[config.mk]
export PLATFORM = sky130hd
export DESIGN_NAME = key_time_setter
export DESIGN_NICKNAME = d
export VERILOG_FILES = /design/src/rtl/clock_pkg.sv /design/src/rtl/key_debounce.sv /design/src/rtl/key_time_setter.sv
export SDC_FILE = /design/constraint.sdc
export NUM_CORES = 1
export LEC_CHECK = 0
export ABC_AREA = 1
export ABC_CLOCK_PERIOD_IN_PS = 2100
export BUFFER_PORTS_ARGS = -buffer_cell sky130_fd_sc_hd__clkbuf_2
export CAP_MARGIN = 30
export CORE_ASPECT_RATIO = 0.6
export CORE_UTILIZATION = 35
export DETAILED_ROUTE_END_ITERATION = 16
export PLACE_DENSITY_LB_ADDON = 0.1
export SLEW_MARGIN = 20
export SYNTH_ARGS = -nofsm -noshare
export SYNTH_HDL_FRONTEND = slang
export SYNTH_SLANG_ARGS = --single-unit
[constraint.sdc]
create_clock -name clock -period 2.1 [get_ports clock]
set_clock_uncertainty 0.15 [all_clocks]
set_input_delay 0.315 -clock clock [delete_from_list [all_inputs] [get_ports clock]]
set_output_delay 0.315 -clock clock [all_outputs]
set_load 0.03 [all_outputs]
[src/rtl/clock_pkg.sv]
// clock_pkg: shared FSM state codes, edit_sel encodings and BCD limits for the MM:SS clock path
package clock_pkg;

    typedef logic [1:0] state_t;

    localparam state_t ST_RUN     = 2'd0;
    localparam state_t ST_SET_MIN = 2'd1;
    localparam state_t ST_SET_SEC = 2'd2;
    localparam state_t ST_COMMIT  = 2'd3;

    localparam logic [1:0] SEL_RUN = 2'b00;
    localparam logic [1:0] SEL_MIN = 2'b01;
    localparam logic [1:0] SEL_SEC = 2'b10;

    localparam logic [3:0] TENS_MAX  = 4'd5;
    localparam logic [3:0] UNITS_MAX = 4'd9;

    typedef struct packed {
        logic [3:0] tens;
        logic [3:0] units;
    } bcd_pair_t;

    // Adds one to a 00..59 pair; any out-of-range tens with a carry folds back to 00
    function automatic bcd_pair_t bcd_inc(input bcd_pair_t p);
        bcd_pair_t r;
        r = p;
        if (p.units >= UNITS_MAX) begin
            r.units = 4'd0;
            r.tens  = (p.tens >= TENS_MAX) ? 4'd0 : p.tens + 4'd1;
        end else begin
            r.units = p.units + 4'd1;
        end
        return r;
    endfunction

endpackage

[src/rtl/key_debounce.sv]
// key_debounce: synchronises one active-low key, debounces it and emits a one-cycle press pulse
module key_debounce #(
    parameter int unsigned DEBOUNCE_CYCLES = 1_000_000
) (
    input  logic clock,
    input  logic reset_n,
    input  logic key_n_i,
    output logic level_n_o,
    output logic press_o
);

    localparam int unsigned CW = $clog2(DEBOUNCE_CYCLES + 1);
    localparam logic [CW-1:0] LAST = CW'(DEBOUNCE_CYCLES - 1);

    logic sync1_q, sync2_q;
    logic level_q, level_d;
    logic dly_q;
    logic press_q, press_d;
    logic [CW-1:0] cnt_q, cnt_d;
    logic flip;

    // Count consecutive samples disagreeing with the accepted level; the last one flips it
    always_comb begin
        flip    = (sync2_q != level_q) && (cnt_q == LAST);
        cnt_d   = ((sync2_q == level_q) || flip) ? '0 : cnt_q + 1'b1;
        level_d = flip ? sync2_q : level_q;
        press_d = dly_q && !level_q;
    end

    // Synchroniser, accepted level and registered 1->0 pulse; keys read as released out of reset
    always_ff @(posedge clock or negedge reset_n) begin
        if (!reset_n) begin
            sync1_q <= 1'b1;
            sync2_q <= 1'b1;
            level_q <= 1'b1;
            dly_q   <= 1'b1;
            cnt_q   <= '0;
            press_q <= 1'b0;
        end else begin
            sync1_q <= key_n_i;
            sync2_q <= sync1_q;
            level_q <= level_d;
            dly_q   <= level_q;
            cnt_q   <= cnt_d;
            press_q <= press_d;
        end
    end

    assign level_n_o = level_q;
    assign press_o   = press_q;

endmodule

[src/rtl/key_time_setter.sv]
// key_time_setter: key front end and set-mode FSM that edits MM:SS and loads it into the running counter
module key_time_setter
    import clock_pkg::*;
#(
    parameter int unsigned DEBOUNCE_CYCLES = 1_000_000,
    parameter int unsigned HOLD_CYCLES     = 50_000_000,
    parameter int unsigned REPEAT_CYCLES   = 12_500_000,
    parameter int unsigned BLINK_CYCLES    = 12_500_000
) (
    input  logic       clock,
    input  logic       reset_n,
    input  logic [1:0] KEY,
    input  logic [3:0] cur_phut0,
    input  logic [3:0] cur_phut,
    input  logic [3:0] cur_giay0,
    input  logic [3:0] cur_giay,
    output logic       run_en,
    output logic       load,
    output logic [3:0] set_phut0,
    output logic [3:0] set_phut,
    output logic [3:0] set_giay0,
    output logic [3:0] set_giay,
    output logic [1:0] edit_sel,
    output logic       blink
);

    localparam int unsigned HW = $clog2(HOLD_CYCLES + REPEAT_CYCLES);
    localparam logic [HW-1:0] HOLD_LAST   = HW'(HOLD_CYCLES - 1);
    localparam logic [HW-1:0] REPEAT_LAST = HW'(REPEAT_CYCLES - 1);
    localparam int unsigned BW = $clog2(BLINK_CYCLES + 1);
    localparam logic [BW-1:0] BLINK_LAST = BW'(BLINK_CYCLES - 1);

    logic mode_ev, inc_ev, inc_lvl_n, mode_lvl_unused;
    state_t state_q, state_d;
    bcd_pair_t min_q, min_d, sec_q, sec_d;
    logic [HW-1:0] hc_q, hc_d;
    logic hold_act_q, hold_act_d, rep_q, rep_d;
    logic [BW-1:0] bc_q, bc_d;
    logic blink_q, blink_d;
    logic edit, stay, inc_take, hold_ok, fire, bump;

    key_debounce #(.DEBOUNCE_CYCLES(DEBOUNCE_CYCLES)) u_mode (
        .clock    (clock),
        .reset_n  (reset_n),
        .key_n_i  (KEY[0]),
        .level_n_o(mode_lvl_unused),
        .press_o  (mode_ev)
    );

    key_debounce #(.DEBOUNCE_CYCLES(DEBOUNCE_CYCLES)) u_inc (
        .clock    (clock),
        .reset_n  (reset_n),
        .key_n_i  (KEY[1]),
        .level_n_o(inc_lvl_n),
        .press_o  (inc_ev)
    );

    // Next state, and the inc hold timer: first repeat after HOLD_CYCLES, then every REPEAT_CYCLES
    always_comb begin
        edit    = (state_q == ST_SET_MIN) || (state_q == ST_SET_SEC);
        state_d = (state_q == ST_COMMIT) ? ST_RUN :
                  !mode_ev               ? state_q :
                  (state_q == ST_RUN)    ? ST_SET_MIN :
                  (state_q == ST_SET_MIN) ? ST_SET_SEC : ST_COMMIT;
        stay       = edit && (state_d == state_q);
        inc_take   = stay && inc_ev;
        hold_ok    = stay && !inc_lvl_n;
        fire       = hold_ok && hold_act_q && !inc_take && (hc_q == (rep_q ? REPEAT_LAST : HOLD_LAST));
        hold_act_d = hold_ok && (inc_take || hold_act_q);
        rep_d      = hold_ok && !inc_take && (fire || rep_q);
        hc_d       = (hold_ok && hold_act_q && !inc_take && !fire) ? hc_q + 1'b1 : '0;
        bump       = inc_take || fire;
    end

    // Edited digits: seeded from the running time on entry, bumped by the pair being edited
    always_comb begin
        min_d = (state_q == ST_RUN && mode_ev) ? bcd_pair_t'({cur_phut0, cur_phut}) :
                (bump && state_q == ST_SET_MIN) ? bcd_inc(min_q) : min_q;
        sec_d = (state_q == ST_RUN && mode_ev) ? bcd_pair_t'({cur_giay0, cur_giay}) :
                (bump && state_q == ST_SET_SEC) ? bcd_inc(sec_q) : sec_q;
    end

    // Blink timer restarts from zero on every edit-state entry and idles outside edit states
    always_comb begin
        bc_d    = (stay && bc_q != BLINK_LAST) ? bc_q + 1'b1 : '0;
        blink_d = stay && (blink_q ^ (bc_q == BLINK_LAST));
    end

    // State, edited digits and timers; reset drops any edit in progress without a load
    always_ff @(posedge clock or negedge reset_n) begin
        if (!reset_n) begin
            state_q    <= ST_RUN;
            min_q      <= '0;
            sec_q      <= '0;
            hc_q       <= '0;
            hold_act_q <= 1'b0;
            rep_q      <= 1'b0;
            bc_q       <= '0;
            blink_q    <= 1'b0;
        end else begin
            state_q    <= state_d;
            min_q      <= min_d;
            sec_q      <= sec_d;
            hc_q       <= hc_d;
            hold_act_q <= hold_act_d;
            rep_q      <= rep_d;
            bc_q       <= bc_d;
            blink_q    <= blink_d;
        end
    end

    assign run_en    = (state_q == ST_RUN);
    assign load      = (state_q == ST_COMMIT);
    assign edit_sel  = (state_q == ST_SET_MIN) ? SEL_MIN : (state_q == ST_SET_SEC) ? SEL_SEC : SEL_RUN;
    assign set_phut0 = min_q.tens;
    assign set_phut  = min_q.units;
    assign set_giay0 = sec_q.tens;
    assign set_giay  = sec_q.units;
    assign blink     = blink_q;

endmodule

==> out/metrics.cfg <==
[run_status]
status = finished, violations left
violations = negative setup slack

[route]
drc = 0
ant_nets = 0
num_vias = 5661
wl_per_cell_um = 13.4
vias_per_cell = 4.78
drt_pass1_iterations = 5
drt_first_iter_violations = 379
wl_mm = 15.9

[global_route]
grt_pass1_vias = 5300
grt_max_degree = 56
global_route.usage.total_pct = 17.0
grt_pass1_wl_mm = 25.6
grt_overflow = 0
grt_use_met1_pct = 25.4
met2_usage_pct = 23.6
use_met3_pct = 4.38
busiest_layer = met1
antenna_found_initial = 0

[cts]
h-tree-depth = 4
clkSlewWorstSetupHoldPaths_ns = 0.06
cts_max_path_buffers = 2
ctsRootBufferMaster = clkbuf_16
cts_tree = yes
clock_latency_ns = 0.42
cts_sinks = 121
cts-buffers-inserted = 17

[timing]
fmax_ghz = 0.465
maxSlewHeadroom_pct = 65.5
period_needed_ns = 2.15
setup_viol = 22
fin_crit_sh_pct = 103
rsz0062_at_grt = true
max_slew.worst_pin.slew_ns = 0.513
finalHoldViolations = 0
timing.final.max_slew_violations = 0
fin_ws_ns = -0.0526

[placement]
gp_congestion = 0.866
dp.cells = 1138
place_area_um2 = 7440
dpl.hpwl_mm = 11.1
numPortBuffers = 40

[synthesis]
yosysTopAreaCell = dfrtp_1
syn_area_um2 = 6540
yosys-top-cells-area = dfrtp_1 43%, nand2_1 9.6%, nor2_1 6.4%
synthDistinctLibCells = 39
netlist_top_cells_count = 168 x nand2_1, 113 x dfrtp_1, 112 x nor2_1
synth_edf_count = 0
syn_inst = 814
avgSynthCellArea_um2 = 8.03
async_reset_ff_share_pct = 100
synth_top_area_share_pct = 43.2
yosysMostFrequentCell = nand2_1
yosys_warnings = 0
ys_seq_area_share_pct = 46.5
synthFlopType = dfrtp_1
syn_nets = 855
synth_seq_cells = 121

[die]
initial_core_util_pct = 36.0
die_y_um = 108
dieArea_um2 = 19300
ios = 41
die_w_um = 178
core-area_um2 = 18200
rows = 38

[worst_setup_path]
startpoint_type = register
cp_max_fo = 5
critPathRequiredTime_ns = 2.29
r2r-end = set_phut[1]
critPathCaptureType = register
arrival_ns = 2.34
reg2reg_from = state_q[0]
regToRegSetupSlack_ns = -0.05
r2r_cells = 14
path_class = reg -> reg

[layout]
final_cell_area_um2 = 8570
finish.net_count = 973
n_antenna_cell = 0
layout-drive-gt1-share_pct = 26.7
fin_util_pct = 47.2
area_growth_syn_to_layout_pct = 31.1
final_cells = 1185

[power_and_ir_drop]
ir_drop_uv = 546
power.leakage_nw = 3.86
cellPowerDensity_nw_per_um2 = 640

[worst_hold_path]
hold_start = cur_giay0[1]
hold_end = set_giay0[1]
hp-class = in -> reg
holdPathStages = 5

[flow_run]
maxCapViolCount = 0

## cell usage in the layout (no fill, tap or decap), drive strengths merged, types with 36 or more instances in the layout
cell,Yosys,final
a21oi,38,38
buf,5,65
clkbuf,5,59
dfrtp,113,113
inv,104,107
nand2,176,176
nand3,45,45
nor2,126,126
nor3,38,38
o21ai,36,36
## logic make-up after synthesis
logic type               count (synthesis)  synth area share, %
multiplexers                             2                0.344
XOR/XNOR                                26                 3.48
AO/OA/AOI/OAI                           94                 8.27
AND/OR/NAND/NOR                        436                 30.4
buffers and inverters                  114                 7.02
flip-flops                             121                 46.5
adder cells (fa/ha/maj)                 21                 4.02
## critical path, stage by stage, from the launching register on
cell and delay, ns:
dfrtp_2 0.44, ha_2 0.21, inv_2 0.09, nand2_2 0.08, nor2_4 0.13, nor2_2 0.05
nor2_2 0.12, nand2_2 0.11, nor2_2 0.11, o21bai_4 0.14, nand2_4 0.09, nand2_4 0.11
buf_6 0.13, nand2_2 0.04, o21ai_1 0.07
## timing repair
| action | in CTS | in global routing |
|---|---|---|
| buffers inserted | 1 | 9 |
| endpoints found under the hold margin | 25 | 0 |
| gates cloned | 0 | 1 |
| endpoints found under the setup margin | 46 | 85 |
| pin swaps | 0 | 36 |
| hold buffers | 4 | 0 |
| resized for setup | 9 | 91 |
## stage by stage
step,hold slack [ns],power [mW],setup TNS (ns),setup WS [ns]
after CTS,0.0529,5.57,0,0.00196
after global routing,0.0937,5.70,-8.53,-0.253
after floorplan,-0.131,2.42,0,0.0475
after detailed placement,0.113,2.52,-2.30,-0.165
final,0.0779,5.49,-0.653,-0.0526
after global placement,0.109,2.51,-0.255,-0.0715
## worst max-delay path by stage
| stage | startpoint | end | slack, ns |
|---|---|---|---|
| after floorplan | state_q[0] | set_phut0[0] | 0.05 |
| after global placement | hc_q[0] | hc_q[18] | -0.07 |
| final | state_q[0] | set_phut[1] | -0.05 |
| after CTS | state_q[1] | set_phut0[0] | 0.002 |
| after global routing | state_q[0] | set_phut0[3] | -0.25 |
| after detailed placement | state_q[1] | hc_q[16] | -0.17 |
## sequential cells by signal (all words and copies together) (netlist names), 4 cells and up
| signal | cells |
|---|---|
| set_giay0 | 4 |
| set_phut0 | 4 |
| hc_q | 26 |
| set_giay | 4 |
| u_inc.cnt_q | 20 |
| set_phut | 4 |
| u_mode.cnt_q | 20 |
| bc_q | 24 |
## cell type report
type,count,area [um2]
clock buffers,19,433
clock inverters,13,170
fillers,1795,9590
inverters,104,395
multi-input cells,579,3410
flip-flops and latches,121,3040
well taps,240,300
repair buffers,109,821
## power by group
| part | internal [mW] | switching, mW | total [mW] |
|---|---|---|---|
| logic | 0.0509 | 0.0822 | 0.133 |
| clock network | 1.88 | 1.11 | 2.99 |
| registers | 2.35 | 0.0102 | 2.36 |
| total | 4.28 | 1.21 | 5.49 |
## layer usage
layer | routed length [um] | vias up
met1 | 8330 | 2666
met5 | 0 | -
met4 | 146 | 0
met3 | 560 | 11
met2 | 6830 | 79
li1 | - | 2905
Note: power is estimated with default switching activity, not from simulation.
